## src/rtl/fifo_rd_ctrl_if.sv

```systemverilog
// Handshake bundle between fifo_rd_ctrl, its upstream FIFO and the downstream stream sink.
// Defining FIFO_RD_CHECKSUM_EN adds the checksum signal to the bundle.
interface fifo_rd_ctrl_if #(
  parameter int DATA_WIDTH = 8,
  parameter int LEN_WIDTH  = 5
);
  logic                  start;
  logic [LEN_WIDTH-1:0]  burst_len;
  logic                  fifo_empty;
  logic [DATA_WIDTH-1:0] fifo_dataout;
  logic                  fifo_re;
  logic [DATA_WIDTH-1:0] out_data;
  logic                  out_valid;
  logic                  out_ready;
  logic                  busy;
  logic                  done;
  logic [LEN_WIDTH-1:0]  word_cnt;
`ifdef FIFO_RD_CHECKSUM_EN
  logic [DATA_WIDTH-1:0] checksum;
`endif

  modport slave (
    input  start, burst_len, fifo_empty, fifo_dataout, out_ready,
    output fifo_re, out_data, out_valid, busy, done, word_cnt
`ifdef FIFO_RD_CHECKSUM_EN
    , output checksum
`endif
  );

  modport master (
    output start, burst_len, fifo_empty, fifo_dataout, out_ready,
    input  fifo_re, out_data, out_valid, busy, done, word_cnt
`ifdef FIFO_RD_CHECKSUM_EN
    , input checksum
`endif
  );
endinterface

```

## src/rtl/fifo_rd_ctrl.sv

```systemverilog
// Burst read controller: pulls burst_len words from a 1-cycle-latency FIFO into a 2-entry skid buffer
// and streams them out with valid/ready. Optional FIFO_RD_CHECKSUM_EN adds a running checksum output.
module fifo_rd_ctrl #(
  parameter int DATA_WIDTH = 8,
  parameter int LEN_WIDTH  = 5
) (
  input  logic          clk,
  input  logic          rst,
  fifo_rd_ctrl_if.slave bus
);
  typedef enum logic [1:0] {IDLE, READ, DRAIN, DONE} state_t;

  state_t                state_q, state_d;
  logic [LEN_WIDTH-1:0]  len_q, len_d;
  logic [LEN_WIDTH-1:0]  issued_q, issued_d;
  logic [LEN_WIDTH-1:0]  word_cnt_q, word_cnt_d;
  logic                  inflight_q, inflight_d;
  logic [1:0]            occ_q, occ_d;
  logic                  rd_ptr_q, rd_ptr_d;
  logic                  wr_ptr_q, wr_ptr_d;
  logic [DATA_WIDTH-1:0] mem_q [2];
  logic [DATA_WIDTH-1:0] mem_d [2];
  logic                  busy_q, busy_d;
  logic                  done_q, done_d;
  logic                  pop;
  logic                  re;
  logic [2:0]            pending;
`ifdef FIFO_RD_CHECKSUM_EN
  logic [DATA_WIDTH-1:0] sum_q, sum_d;
`endif

  always_comb begin
    pop     = (occ_q != 2'd0) && bus.out_ready;
    // A word leaving this cycle frees its slot, so steady streaming keeps one read per cycle.
    pending = {1'b0, occ_q} + {2'b00, inflight_q} - {2'b00, pop};
    re      = (state_q == READ) && !bus.fifo_empty && (issued_q < len_q) && (pending < 3'd2);

    state_d    = state_q;
    len_d      = len_q;
    issued_d   = issued_q;
    word_cnt_d = word_cnt_q;
    occ_d      = occ_q + {1'b0, inflight_q} - {1'b0, pop};
    rd_ptr_d   = rd_ptr_q;
    wr_ptr_d   = wr_ptr_q;
    mem_d      = mem_q;
    inflight_d = re;
`ifdef FIFO_RD_CHECKSUM_EN
    sum_d      = sum_q;
`endif

    if (inflight_q) begin
      mem_d[wr_ptr_q] = bus.fifo_dataout;
      wr_ptr_d        = ~wr_ptr_q;
    end
    if (pop) begin
      rd_ptr_d   = ~rd_ptr_q;
      word_cnt_d = word_cnt_q + LEN_WIDTH'(1);
`ifdef FIFO_RD_CHECKSUM_EN
      sum_d      = sum_q + mem_q[rd_ptr_q];
`endif
    end
    if (re) begin
      issued_d = issued_q + LEN_WIDTH'(1);
    end

    case (state_q)
      IDLE: begin
        if (bus.start) begin
          len_d      = bus.burst_len;
          issued_d   = '0;
          word_cnt_d = '0;
`ifdef FIFO_RD_CHECKSUM_EN
          sum_d      = '0;
`endif
          state_d    = (bus.burst_len != '0) ? READ : DONE;
        end
      end
      READ: begin
        if (re && (issued_d == len_q)) begin
          state_d = DRAIN;
        end
      end
      DRAIN: begin
        if (pop && (word_cnt_d == len_q)) begin
          state_d = DONE;
        end
      end
      default: begin
        state_d = IDLE;
      end
    endcase

    busy_d = (state_d == READ) || (state_d == DRAIN);
    done_d = (state_d == DONE);
  end

  always_ff @(posedge clk or negedge rst) begin
    if (!rst) begin
      state_q    <= IDLE;
      len_q      <= '0;
      issued_q   <= '0;
      word_cnt_q <= '0;
      inflight_q <= 1'b0;
      occ_q      <= 2'd0;
      rd_ptr_q   <= 1'b0;
      wr_ptr_q   <= 1'b0;
      mem_q[0]   <= '0;
      mem_q[1]   <= '0;
      busy_q     <= 1'b0;
      done_q     <= 1'b0;
`ifdef FIFO_RD_CHECKSUM_EN
      sum_q      <= '0;
`endif
    end else begin
      state_q    <= state_d;
      len_q      <= len_d;
      issued_q   <= issued_d;
      word_cnt_q <= word_cnt_d;
      inflight_q <= inflight_d;
      occ_q      <= occ_d;
      rd_ptr_q   <= rd_ptr_d;
      wr_ptr_q   <= wr_ptr_d;
      mem_q      <= mem_d;
      busy_q     <= busy_d;
      done_q     <= done_d;
`ifdef FIFO_RD_CHECKSUM_EN
      sum_q      <= sum_d;
`endif
    end
  end

  assign bus.fifo_re   = re;
  assign bus.out_data  = mem_q[rd_ptr_q];
  assign bus.out_valid = (occ_q != 2'd0);
  assign bus.busy      = busy_q;
  assign bus.done      = done_q;
  assign bus.word_cnt  = word_cnt_q;
`ifdef FIFO_RD_CHECKSUM_EN
  assign bus.checksum  = sum_q;
`endif
endmodule

```

## src/flat_wrapper.sv

```systemverilog
// flat-port wrapper written by rule: the top's interface ports become plain ports
module fifo_rd_ctrl_flat 
#(
  parameter int DATA_WIDTH = 8,
  parameter int LEN_WIDTH  = 5
)
  (clk, rst, bus_start, bus_burst_len, bus_fifo_empty, bus_fifo_dataout, bus_out_ready, bus_fifo_re, bus_out_data, bus_out_valid, bus_busy, bus_done, bus_word_cnt);
  fifo_rd_ctrl_if #(.DATA_WIDTH(DATA_WIDTH), .LEN_WIDTH(LEN_WIDTH)) bus_i ();
  input  logic clk;
  input  logic rst;
  input wire logic [$bits(bus_i.start)-1:0] bus_start;
  input wire logic [$bits(bus_i.burst_len)-1:0] bus_burst_len;
  input wire logic [$bits(bus_i.fifo_empty)-1:0] bus_fifo_empty;
  input wire logic [$bits(bus_i.fifo_dataout)-1:0] bus_fifo_dataout;
  input wire logic [$bits(bus_i.out_ready)-1:0] bus_out_ready;
  output wire logic [$bits(bus_i.fifo_re)-1:0] bus_fifo_re;
  output wire logic [$bits(bus_i.out_data)-1:0] bus_out_data;
  output wire logic [$bits(bus_i.out_valid)-1:0] bus_out_valid;
  output wire logic [$bits(bus_i.busy)-1:0] bus_busy;
  output wire logic [$bits(bus_i.done)-1:0] bus_done;
  output wire logic [$bits(bus_i.word_cnt)-1:0] bus_word_cnt;
  assign bus_i.start = bus_start;
  assign bus_i.burst_len = bus_burst_len;
  assign bus_i.fifo_empty = bus_fifo_empty;
  assign bus_i.fifo_dataout = bus_fifo_dataout;
  assign bus_i.out_ready = bus_out_ready;
  assign bus_fifo_re = bus_i.fifo_re;
  assign bus_out_data = bus_i.out_data;
  assign bus_out_valid = bus_i.out_valid;
  assign bus_busy = bus_i.busy;
  assign bus_done = bus_i.done;
  assign bus_word_cnt = bus_i.word_cnt;
  fifo_rd_ctrl #(.DATA_WIDTH(DATA_WIDTH), .LEN_WIDTH(LEN_WIDTH)) u_core (.clk(clk), .rst(rst), .bus(bus_i));
endmodule
```

## config.mk

```make
export PLATFORM = sky130hd
export DESIGN_NAME = fifo_rd_ctrl_flat
export DESIGN_NICKNAME = d
export VERILOG_FILES = /design/src/rtl/fifo_rd_ctrl_if.sv /design/src/rtl/fifo_rd_ctrl.sv /design/src/flat_wrapper.sv
export SDC_FILE = /design/constraint.sdc
export NUM_CORES = 1
export LEC_CHECK = 0
export ABC_AREA = 1
export CAP_MARGIN = 5
export CORE_ASPECT_RATIO = 2
export CORE_MARGIN = 1.5
export CORE_UTILIZATION = 37
export DETAILED_ROUTE_END_ITERATION = 10
export PLACE_DENSITY_LB_ADDON = 0.1
export RECOVER_POWER = 100
export SLEW_MARGIN = 30
export SYNTH_ARGS = -nofsm -noshare
export SYNTH_HDL_FRONTEND = slang
export SYNTH_SLANG_ARGS = --single-unit
```

## constraint.sdc

```tcl
create_clock -name clk -period 3.85 [get_ports clk]
set_input_delay 0.77 -clock clk [delete_from_list [all_inputs] [get_ports clk]]
set_output_delay 0.77 -clock clk [all_outputs]
set_load 0.01 [all_outputs]
```

==> results.yml, run 1 <==
run_status:
  status: "finished, violations left"
  violations: "capacitance limit, slew limit"
clocking:
  cts_root_buf: "clkbuf_16"
  clock_latency_ps: 280
  clkSinkCount: 40
  cts_tree: "built"
  clk_pin_slew_ps: 50
  postCtsSetupBuffers: 0
  clockBufferDepth: 2
  htreeDepth: 2
  cts_buffers: 5
worst_setup_path:
  cp.required_ps: 3080
  cpMostUsedCell: "nand2_1"
  slowest_delay_ps: 460
  cp_max_fo: 3
  cpMaxStageDelayCell: "fa_1"
  cp_data_arrival_time_ps: 2680
  crit_path_end_kind: "output pin"
  crit_path_start_kind: "primary input"
  crit_chain: "clkdlybuf4s50_1 -> nand2_1 -> inv_1 -> nand2_1 -> nand2_1 -> ha_1 -> fa_1 -> inv_1 -> nand2_1 -> nor2_4 -> nand3_4 -> inv_1 -> dlymetal6s2s_1"
  path_buf_inv: 5
  critical_path_class: "in2out"
  critPathTopFamily: "buffers and inverters"
die:
  die_w_um: 57.35
  coreArea_um2: 5709
  pin_count: 35
  die_area_um2: 6406
  start_util: 0.3829
  die_height_um: 111.7
  fp-row-count: 39
run:
  maxCapViolCount: 1
layout:
  finalNonFillerCells: 379
  antenna_cells: 0
  final_cell_mix: "nand2_1 (93), dfrtp_1 (40), inv_1 (27), dlygate4sd3_1 (25), o21ai_0 (20)"
  layout_commonest_cell: "nand2_1"
  fill_cells: 568
  fin_nets: 345
  area_growth_pct: 25.53
  layout-drive-gt1-share: 0.09119
synthesis:
  ys_seq_elements: 40
  syn_inst: 277
  syn_nets: 304
  yosys_warnings: 0
  yosysSeqAreaShare: 0.4579
  syn_area_per_cell_um2: 7.891
  synth_area_um2: 2186
  synth_cell_type_count: 28
grt:
  grt_usage: 0.1648
  grt_pass1_wl_um: 8245
  grt_max_degree: 41
  grt_pass1_vias: 1804
  antenna_found_initial: 0
  gr-total-overflow: 0
timing:
  tns_ps: 0
  rsz0062_at_grt: "no"
  layout_min_cycle_time_ps: 3450
  setup_viol: 0
  fmax_ghz: 0.2899
  relSlewSlack: -0.4478
  period_share: 0.8961
  slew_violations: 41
  tightest_slew_ps: 2172
  finClkSkew_ps: 5.052
  hold_viol: 0
routing:
  dr_total_vias: 1852
  wl_per_cell_um: 12.77
  drc: 0
  first_iter_violations: 73
  ant_nets: 0
  dr.pass1.iters: 4
  vias_per_cell: 4.887
  routed_wl_um: 4841
place:
  io_buffers: 34
  placed_cells: 372
  hpwl_um: 3714
  gp_congestion: 0.7736
power:
  p_total_uw: 2277
  p_per_area_nw_per_um2: 829.7
  p_leak_uw: 0.001431
  ir_drop_mv: 0.5436
worst_hold_path:
  timing.hold.worst.class: "reg2reg"
[cells by family after synthesis]
| group | after synthesis | synth area share |
|---|---|---|
| AOI/OAI and AO/OA | 29 | 0.06984 |
| xor gates and xnor gates | 6 | 0.02404 |
| adders and majority gates | 9 | 0.05495 |
| buffers and inverters | 41 | 0.07727 |
| DFF | 40 | 0.4579 |
| and+or+nand+nor | 152 | 0.3160 |
[cell usage after synthesis]
library cell | n | area share
a21oi_1 | 5 | 0.011
a22oi_1 | 1 | 0.0034
bufinv_8 | 1 | 0.0080
clkbuf_1 | 6 | 0.010
clkinv_1 | 2 | 0.0034
clkinv_2 | 1 | 0.0023
dfrtp_1 | 40 | 0.46
fa_1 | 1 | 0.0092
ha_1 | 8 | 0.046
inv_1 | 26 | 0.045
inv_2 | 5 | 0.0086
nand2_1 | 90 | 0.15
nand2_2 | 9 | 0.026
nand3_1 | 17 | 0.039
nand3_2 | 2 | 0.0092
nand3_4 | 1 | 0.0080
nand4_1 | 10 | 0.029
nor2_1 | 17 | 0.029
nor2_2 | 1 | 0.0029
nor2_4 | 2 | 0.010
nor4_1 | 1 | 0.0029
o211ai_1 | 1 | 0.0034
o21ai_0 | 12 | 0.027
o21ai_1 | 9 | 0.021
o21bai_1 | 1 | 0.0034
or2_1 | 2 | 0.0057
xnor2_1 | 1 | 0.0040
xor2_1 | 5 | 0.020
[flip-flops by register name (all words and copies together) (netlist names)]
name and cells:
u_core.bus.word_cnt 5, u_core.occ_q 2, u_core.rd_ptr_q 1, u_core.mem_q 16
u_core.bus.busy 1, u_core.inflight_q 1, u_core.state_q 2, u_core.len_q 5
u_core.wr_ptr_q 1, u_core.issued_q 5, u_core.bus.done 1
[path summary, 6_finish.rpt]
kind                                                  start                          end  slack, ps  cells after the start
worst max-delay path                          bus_out_ready                  bus_fifo_re        400                     13
worst min-delay path            u_core.mem_q[9]$_DFFE_PN0P_  u_core.mem_q[9]$_DFFE_PN0P_        480                      2
worst max register to register    u_core.occ_q[1]$_DFF_PN0_    u_core.bus.busy$_DFF_PN0_        780                     19
worst min register to register  u_core.mem_q[9]$_DFFE_PN0P_  u_core.mem_q[9]$_DFFE_PN0P_        480                      2
max in group asynchronous                               rst  u_core.mem_q[9]$_DFFE_PN0P_       1480                      1
min in group asynchronous                               rst  u_core.mem_q[3]$_DFFE_PN0P_       1120                      1
[worst register-to-register path: stages, from the launching register on]
cell,delay (ps)
dfrtp_1,400
inv_2,80
nand2_1,60
nand2_1,90
inv_1,60
nand2_1,70
nand2_1,60
ha_1,190
fa_1,460
inv_1,70
nand2_1,80
nor2_4,120
buf_4,160
nand4_1,120
nand3_1,120
nand3_1,130
nor2_2,140
nand2_1,90
a22oi_1,200
ha_1,270
[through the flow]
step / area, um^2 / utilization / hold WS, ps / setup WS, ps
finish: 2744 / 0.4806 / 482.9 / 400.0
global route: 2744 / 0.4806 / 508.2 / 184.1
CTS: 2754 / 0.4824 / 489.1 / 18.74
detailed placement: 2620 / 0.4589 / 475.5 / 18.02
global placement: 2620 / 0.4589 / 468.2 / 68.25
floorplan: 2186 / - / 452.9 / 736.7
[cell type report]
type	count	area, um^2	share of cell area
timing repair buffer	40	377.9	0.1377
inverter	35	146.4	0.05335
sequential	40	1001	0.3648
clock buffer	6	128.9	0.04697
tap	61	76.32	0.02782
clock inverter	1	5.005	0.001824
multi-input combinational	196	1008	0.3675
[timing repair]
item / 4_1_cts / 5_1_grt
hold buffers: 0 / 0
setup endpoints to repair: 0 / 1
hold endpoints to repair: 0 / 0
resized for setup: 0 / 1
[metal layers]
metal  vias to the layer above  global-route usage  share of wire
met3                         9             0.02555          0.030
met1                       849              0.1808           0.39
met4                         0             0.07132          0.030
li1                        962                   -              -
met5                         -                   0              0
met2                        32              0.3000           0.55
[power breakdown]
| part | leakage, uW | total (uW) | internal, uW | switching, uW |
|---|---|---|---|---|
| clock | 0.0000667 | 390 | 235 | 154 |
| sequential | 0.000487 | 770 | 612 | 158 |
| combinational | 0.000877 | 1120 | 475 | 642 |
(Power assumes the default switching activity.)
==> run 2, diff against run 1 <==
--- a/config.mk
+++ b/config.mk
@@ -9,7 +9,7 @@
 export CAP_MARGIN = 5
 export CORE_ASPECT_RATIO = 2
 export CORE_MARGIN = 1.5
-export CORE_UTILIZATION = 37
+export CORE_UTILIZATION = 53
 export DETAILED_ROUTE_END_ITERATION = 10
 export PLACE_DENSITY_LB_ADDON = 0.1
 export RECOVER_POWER = 100
==> results.yml, run 2 (same netlist as run 1, synthesis figures left out) <==
run_status:
  status: "finished, violations left"
  violations: "capacitance limit, slew limit"
clocking:
  cts_tree: "built"
  clk_pin_slew_ps: 70
  post_cts_resized: 0
  clockBufferDepth: 2
  ctsHoldBuffers: 0
  postCtsSetupBuffers: 0
  htreeDepth: 2
  clkSinkCount: 40
  clock_latency_ps: 290
  cts_buffers: 5
  cts_root_buf: "clkbuf_8"
worst_setup_path:
  r2r_cells: 19
  cpMaxStageDelayCell: "fa_1"
  crit_chain: "clkdlybuf4s50_1 -> nand2_1 -> inv_1 -> nand2_1 -> nand2_1 -> ha_1 -> fa_1 -> inv_1 -> nand2_1 -> nor2_4 -> nand3_4 -> inv_1 -> dlymetal6s2s_1"
  slowest_delay_ps: 460
  cp_data_arrival_time_ps: 2720
  critical_path_class: "in2out"
  crit_path_end_kind: "output pin"
  r2r-end: "u_core.bus.busy$_DFF_PN0_"
  cp_max_fo: 4
  rrSetupSlack_ps: 720
  cp.required_ps: 3080
  crit_path_start_kind: "primary input"
  cpMostUsedCell: "nand2_1"
  r2r_start: "u_core.occ_q[1]$_DFF_PN0_"
layout:
  largest_reg_flops: 16
  antenna_cells: 0
  finalNonFillerCells: 370
  final_util: 0.6978
  top_register: "u_core.mem_q"
  area_growth_pct: 23.98
  layout-drive-gt1-share: 0.1003
  layout_commonest_cell: "nand2_1"
  final_cell_mix: "nand2_1 (91), dfrtp_1 (40), inv_1 (27), dlygate4sd3_1 (25), o21ai_0 (20)"
  fin_nets: 345
routing:
  first_iter_violations: 55
  dr_total_vias: 1894
  wl_per_cell_um: 12.90
  dr.pass1.iters: 4
  routed_wl_um: 4774
  vias_per_cell: 5.119
  drc: 0
  ant_nets: 0
timing:
  tns_ps: 0
  period_share: 0.9076
  tightest_slew_ps: 2117
  holdWs_ps: 486.9
  layout_min_cycle_time_ps: 3494
  fmax_ghz: 0.2862
  slew_violations: 41
  rsz0062_at_grt: "no"
  setup_viol: 0
  finClkSkew_ps: 5.249
  relSlewSlack: -0.4116
  hold_viol: 0
grt:
  grt_pass1_wl_um: 8148
  grt_max_degree: 41
  gr-total-overflow: 0
  gr-usage-met3: 0.03185
  grtUsageMet2: 0.4595
  grt_usage: 0.2354
  grt.met1_usage: 0.2264
  grt.busiest_layer: "met2"
  grt_pass1_vias: 1904
  antenna_found_initial: 0
die:
  coreArea_um2: 3884
  pin_count: 35
  die_w_um: 48.41
  die_area_um2: 4542
  die_height_um: 93.82
  fp-row-count: 32
  start_util: 0.5628
worst_hold_path:
  timing.hold.worst.class: "reg2reg"
  holdPathStages: 2
  hold_end: "u_core.mem_q[11]$_DFFE_PN0P_"
  min-delay-start: "u_core.mem_q[11]$_DFFE_PN0P_"
power:
  p_per_area_nw_per_um2: 824.0
  ir_drop_mv: 0.5232
  p_leak_uw: 0.001420
place:
  hpwl_um: 3753
  io_buffers: 34
  gp_congestion: 0.8654
  placed_cells: 362
run:
  maxCapViolCount: 1
run 2: changes by cell type in the layout (fill, tap and decap cells not counted):
cell	change
clkbuf_16	-5
clkbuf_8	+5
nand2_1	-2
nand2_2	+2
bufinv_16	+1
run 2: worst max-delay path by stage:
| stage | startpoint | to |
|---|---|---|
| after global routing | bus_out_ready | u_core.bus.busy$_DFF_PN0_ |
| after CTS | bus_out_ready | bus_fifo_re |
| after floorplan | bus_out_ready | u_core.bus.busy$_DFF_PN0_ |
| final | bus_out_ready | bus_fifo_re |
| after detailed placement | bus_out_ready | bus_fifo_re |
| after global placement | bus_out_ready | bus_fifo_re |
run 2: layout make-up:
class	count	area [um^2]
fillers	349	1174
multi-input cells	196	1013
flip-flops and latches	40	1001
repair buffers	40	377.9
inverters	35	146.4
clock buffers	6	72.57
well taps	51	63.81
clock inverters	2	35.03
run 2: report_power, final:
part,internal [uW],switching (uW)
combinational,479,648
clock,192,141
sequential,611,161
total,1280,951
run 2: worst max-delay path: cells and delay by family:
kind                     cells  cell delay, ps
buffers and inverters        5             760
adder cells (fa/ha/maj)      2             650
AND/OR/NAND/NOR              6             550
run 2: per-layer routing:
layer | vias to the layer above | share of wire
met5 | - | 0
met3 | 14 | 0.029
li1 | 956 | -
met1 | 875 | 0.36
met4 | 0 | 0.040
met2 | 49 | 0.57
run 2: stage by stage:
| stage | power (uW) | setup slack, ps | area (um^2) |
|---|---|---|---|
| after floorplan | 1507 | 736.7 | 2186 |
| after global placement | 1926 | 43.04 | 2608 |
| after detailed placement | 1970 | 11.43 | 2608 |
| after CTS | 2312 | 2.638 | 2715 |
| after global routing | 2444 | 167.4 | 2710 |
| final | 2233 | 355.8 | 2710 |
==> run 3, diff against run 2 <==
--- a/config.mk
+++ b/config.mk
@@ -6,10 +6,11 @@
 export NUM_CORES = 1
 export LEC_CHECK = 0
 export ABC_AREA = 1
+export ABC_CLOCK_PERIOD_IN_PS = 3100
 export CAP_MARGIN = 5
 export CORE_ASPECT_RATIO = 2
 export CORE_MARGIN = 1.5
-export CORE_UTILIZATION = 53
+export CORE_UTILIZATION = 35
 export DETAILED_ROUTE_END_ITERATION = 10
 export PLACE_DENSITY_LB_ADDON = 0.1
 export RECOVER_POWER = 100
==> constraint.sdc (replaced) <==
create_clock -name clk -period 3.1 [get_ports clk]
set_input_delay 0.62 -clock clk [delete_from_list [all_inputs] [get_ports clk]]
set_output_delay 0.62 -clock clk [all_outputs]
set_load 0.01 [all_outputs]
==> results.yml, run 3 (same netlist as run 1, synthesis figures left out) <==
timing:
  layout_min_cycle_time_ps: 2988
  holdWs_ps: 484.6
  fmax_ghz: 0.3347
  hold_viol: 0
  setup_viol: 0
  finClkSkew_ps: 4.967
  tightest_slew_ps: 2156
  relSlewSlack: -0.4377
  period_share: 0.9637
  slew_violations: 41
worst_hold_path:
  holdPathStages: 2
  timing.hold.worst.class: "reg2reg"
power:
  p_total_uw: 3160
  p_per_area_nw_per_um2: 1063
  p_leak_uw: 0.001494
  ir_drop_mv: 0.5166
worst_setup_path:
  r2r_cells: 21
  cp.required_ps: 3280
  cpMaxStageDelayCell: "fa_1"
  critical_path_class: "in2reg"
  crit_chain: "clkdlybuf4s15_1 -> nand2_4 -> inv_2 -> nand2_2 -> nand2_2 -> ha_4 -> fa_1 -> inv_1 -> nand2_2 -> nor2_4 -> nand3_4 -> buf_8 -> nand2_4 -> nand2_2 -> nand2_2 -> nand3_2 -> nor2_2 -> nand2_2 -> a22oi_2 -> ha_4"
  cp_max_fo: 7
  crit_path_start_kind: "primary input"
  cp_data_arrival_time_ps: 3160
  crit_path_end_kind: "register"
  slowest_delay_ps: 460
  cpMostUsedCell: "nand2_2"
clocking:
  clock_latency_ps: 280
  clkSinkCount: 40
  cts_tree: "built"
  clockBufferDepth: 2
  clk_pin_slew_ps: 60
  cts_root_buf: "clkbuf_16"
  htreeDepth: 2
  cts_buffers: 5
die:
  pin_count: 35
  die_w_um: 58.88
  die_area_um2: 6757
  coreArea_um2: 6006
  die_height_um: 114.8
  start_util: 0.3640
  fp-row-count: 40
routing:
  first_iter_violations: 75
  vias_per_cell: 4.868
  routed_wl_um: 5298
  dr_total_vias: 1923
  ant_nets: 0
  wl_per_cell_um: 13.41
  drc: 0
  dr.pass1.iters: 4
place:
  hpwl_um: 3979
  io_buffers: 34
  gp_congestion: 0.8384
run_status:
  violations: "capacitance limit, slew limit"
  status: "finished, violations left"
layout:
  fin_nets: 359
  final_cell_mix: "nand2_1 (84), dfrtp_1 (40), clkdlybuf4s50_1 (29), inv_1 (27), o21ai_0 (19)"
  top_register: "u_core.mem_q"
  layout_commonest_cell: "nand2_1"
  antenna_cells: 0
  layout-drive-gt1-share: 0.1928
  area_growth_pct: 35.95
  largest_reg_flops: 16
grt:
  grt_max_degree: 41
  grt_pass1_vias: 1906
  grt_pass1_wl_um: 8942
  grt_usage: 0.1778
  gr-total-overflow: 0
  antenna_found_initial: 0
run:
  maxCapViolCount: 1
==> run 3: cell types whose count changed in the layout (fill, tap and decap cells not counted), moves of 5 or more <==
| cell | delta |
|---|---|
| nand2_1 | -7 |
| clkdlybuf4s50_1 | +22 |
| nand3_1 | -5 |
| nand2_4 | +5 |
| dlygate4sd3_1 | -23 |
| clkbuf_8 | -5 |
| buf_4 | +12 |
| nand3_2 | +5 |
| clkbuf_16 | +5 |
==> run 3: final timing paths <==
check	startpoint	endpoint	slack (ps)
max	bus_out_ready	u_core.bus.busy$_DFF_PN0_	110
min	u_core.mem_q[3]$_DFFE_PN0P_	u_core.mem_q[3]$_DFFE_PN0P_	480
max reg2reg	u_core.occ_q[1]$_DFF_PN0_	u_core.bus.busy$_DFF_PN0_	130
min reg2reg	u_core.mem_q[3]$_DFFE_PN0P_	u_core.mem_q[3]$_DFFE_PN0P_	480
max in group asynchronous	rst	u_core.bus.word_cnt[3]$_DFF_PN0_	900
min in group asynchronous	rst	u_core.mem_q[1]$_DFFE_PN0P_	970
==> run 3: stage by stage <==
stage	utilization	instance area, um^2	instances	TNS (ps)	setup WS, ps
after floorplan	-	2186	277	0	136.7
after global placement	0.4479	2690	383	-1480	-456.5
after detailed placement	0.4479	2690	383	-1561	-460.7
after CTS	0.4767	2863	392	0	31.52
after global routing	0.4948	2972	395	-35.61	-35.61
final	0.4948	2972	395	0	112.5
==> run 3: cell type report <==
class                      count  area (um^2)
fill                         627         3034
multi-input combinational    196         1114
sequential                    40         1001
timing repair buffer          54        494.2
inverter                      35        146.4
clock buffer                   5        125.1
tap                           63        78.83
clock inverter                 2        12.51
==> run 3: report_power, final <==
| part | internal, uW | switching, uW |
|---|---|---|
| logic | 798 | 896 |
| clock network | 292 | 202 |
| registers | 760 | 212 |
| total | 1850 | 1310 |
==> run 3: timing repair <==
action	in CTS	in global routing
gates cloned	0	0
resized for setup	11	20
hold endpoints to repair	0	0
buffers inserted	2	3
setup endpoints to repair	3	3
hold buffers	0	0
pin swaps	8	13
==> run 3: metal layers <==
metal	track usage	wire, um	part of all wire
met1	0.1906	1946	0.37
met2	0.3252	3050	0.58
met3	0.03150	150	0.028
met4	0.08030	151	0.029
met5	0	0	0
==> run 3: critical path: cells and delay by family <==
kind	cells	cell delay, ps
simple gates	12	960
fa+ha+maj	3	850
buf+inv	4	480
compound gates	1	230
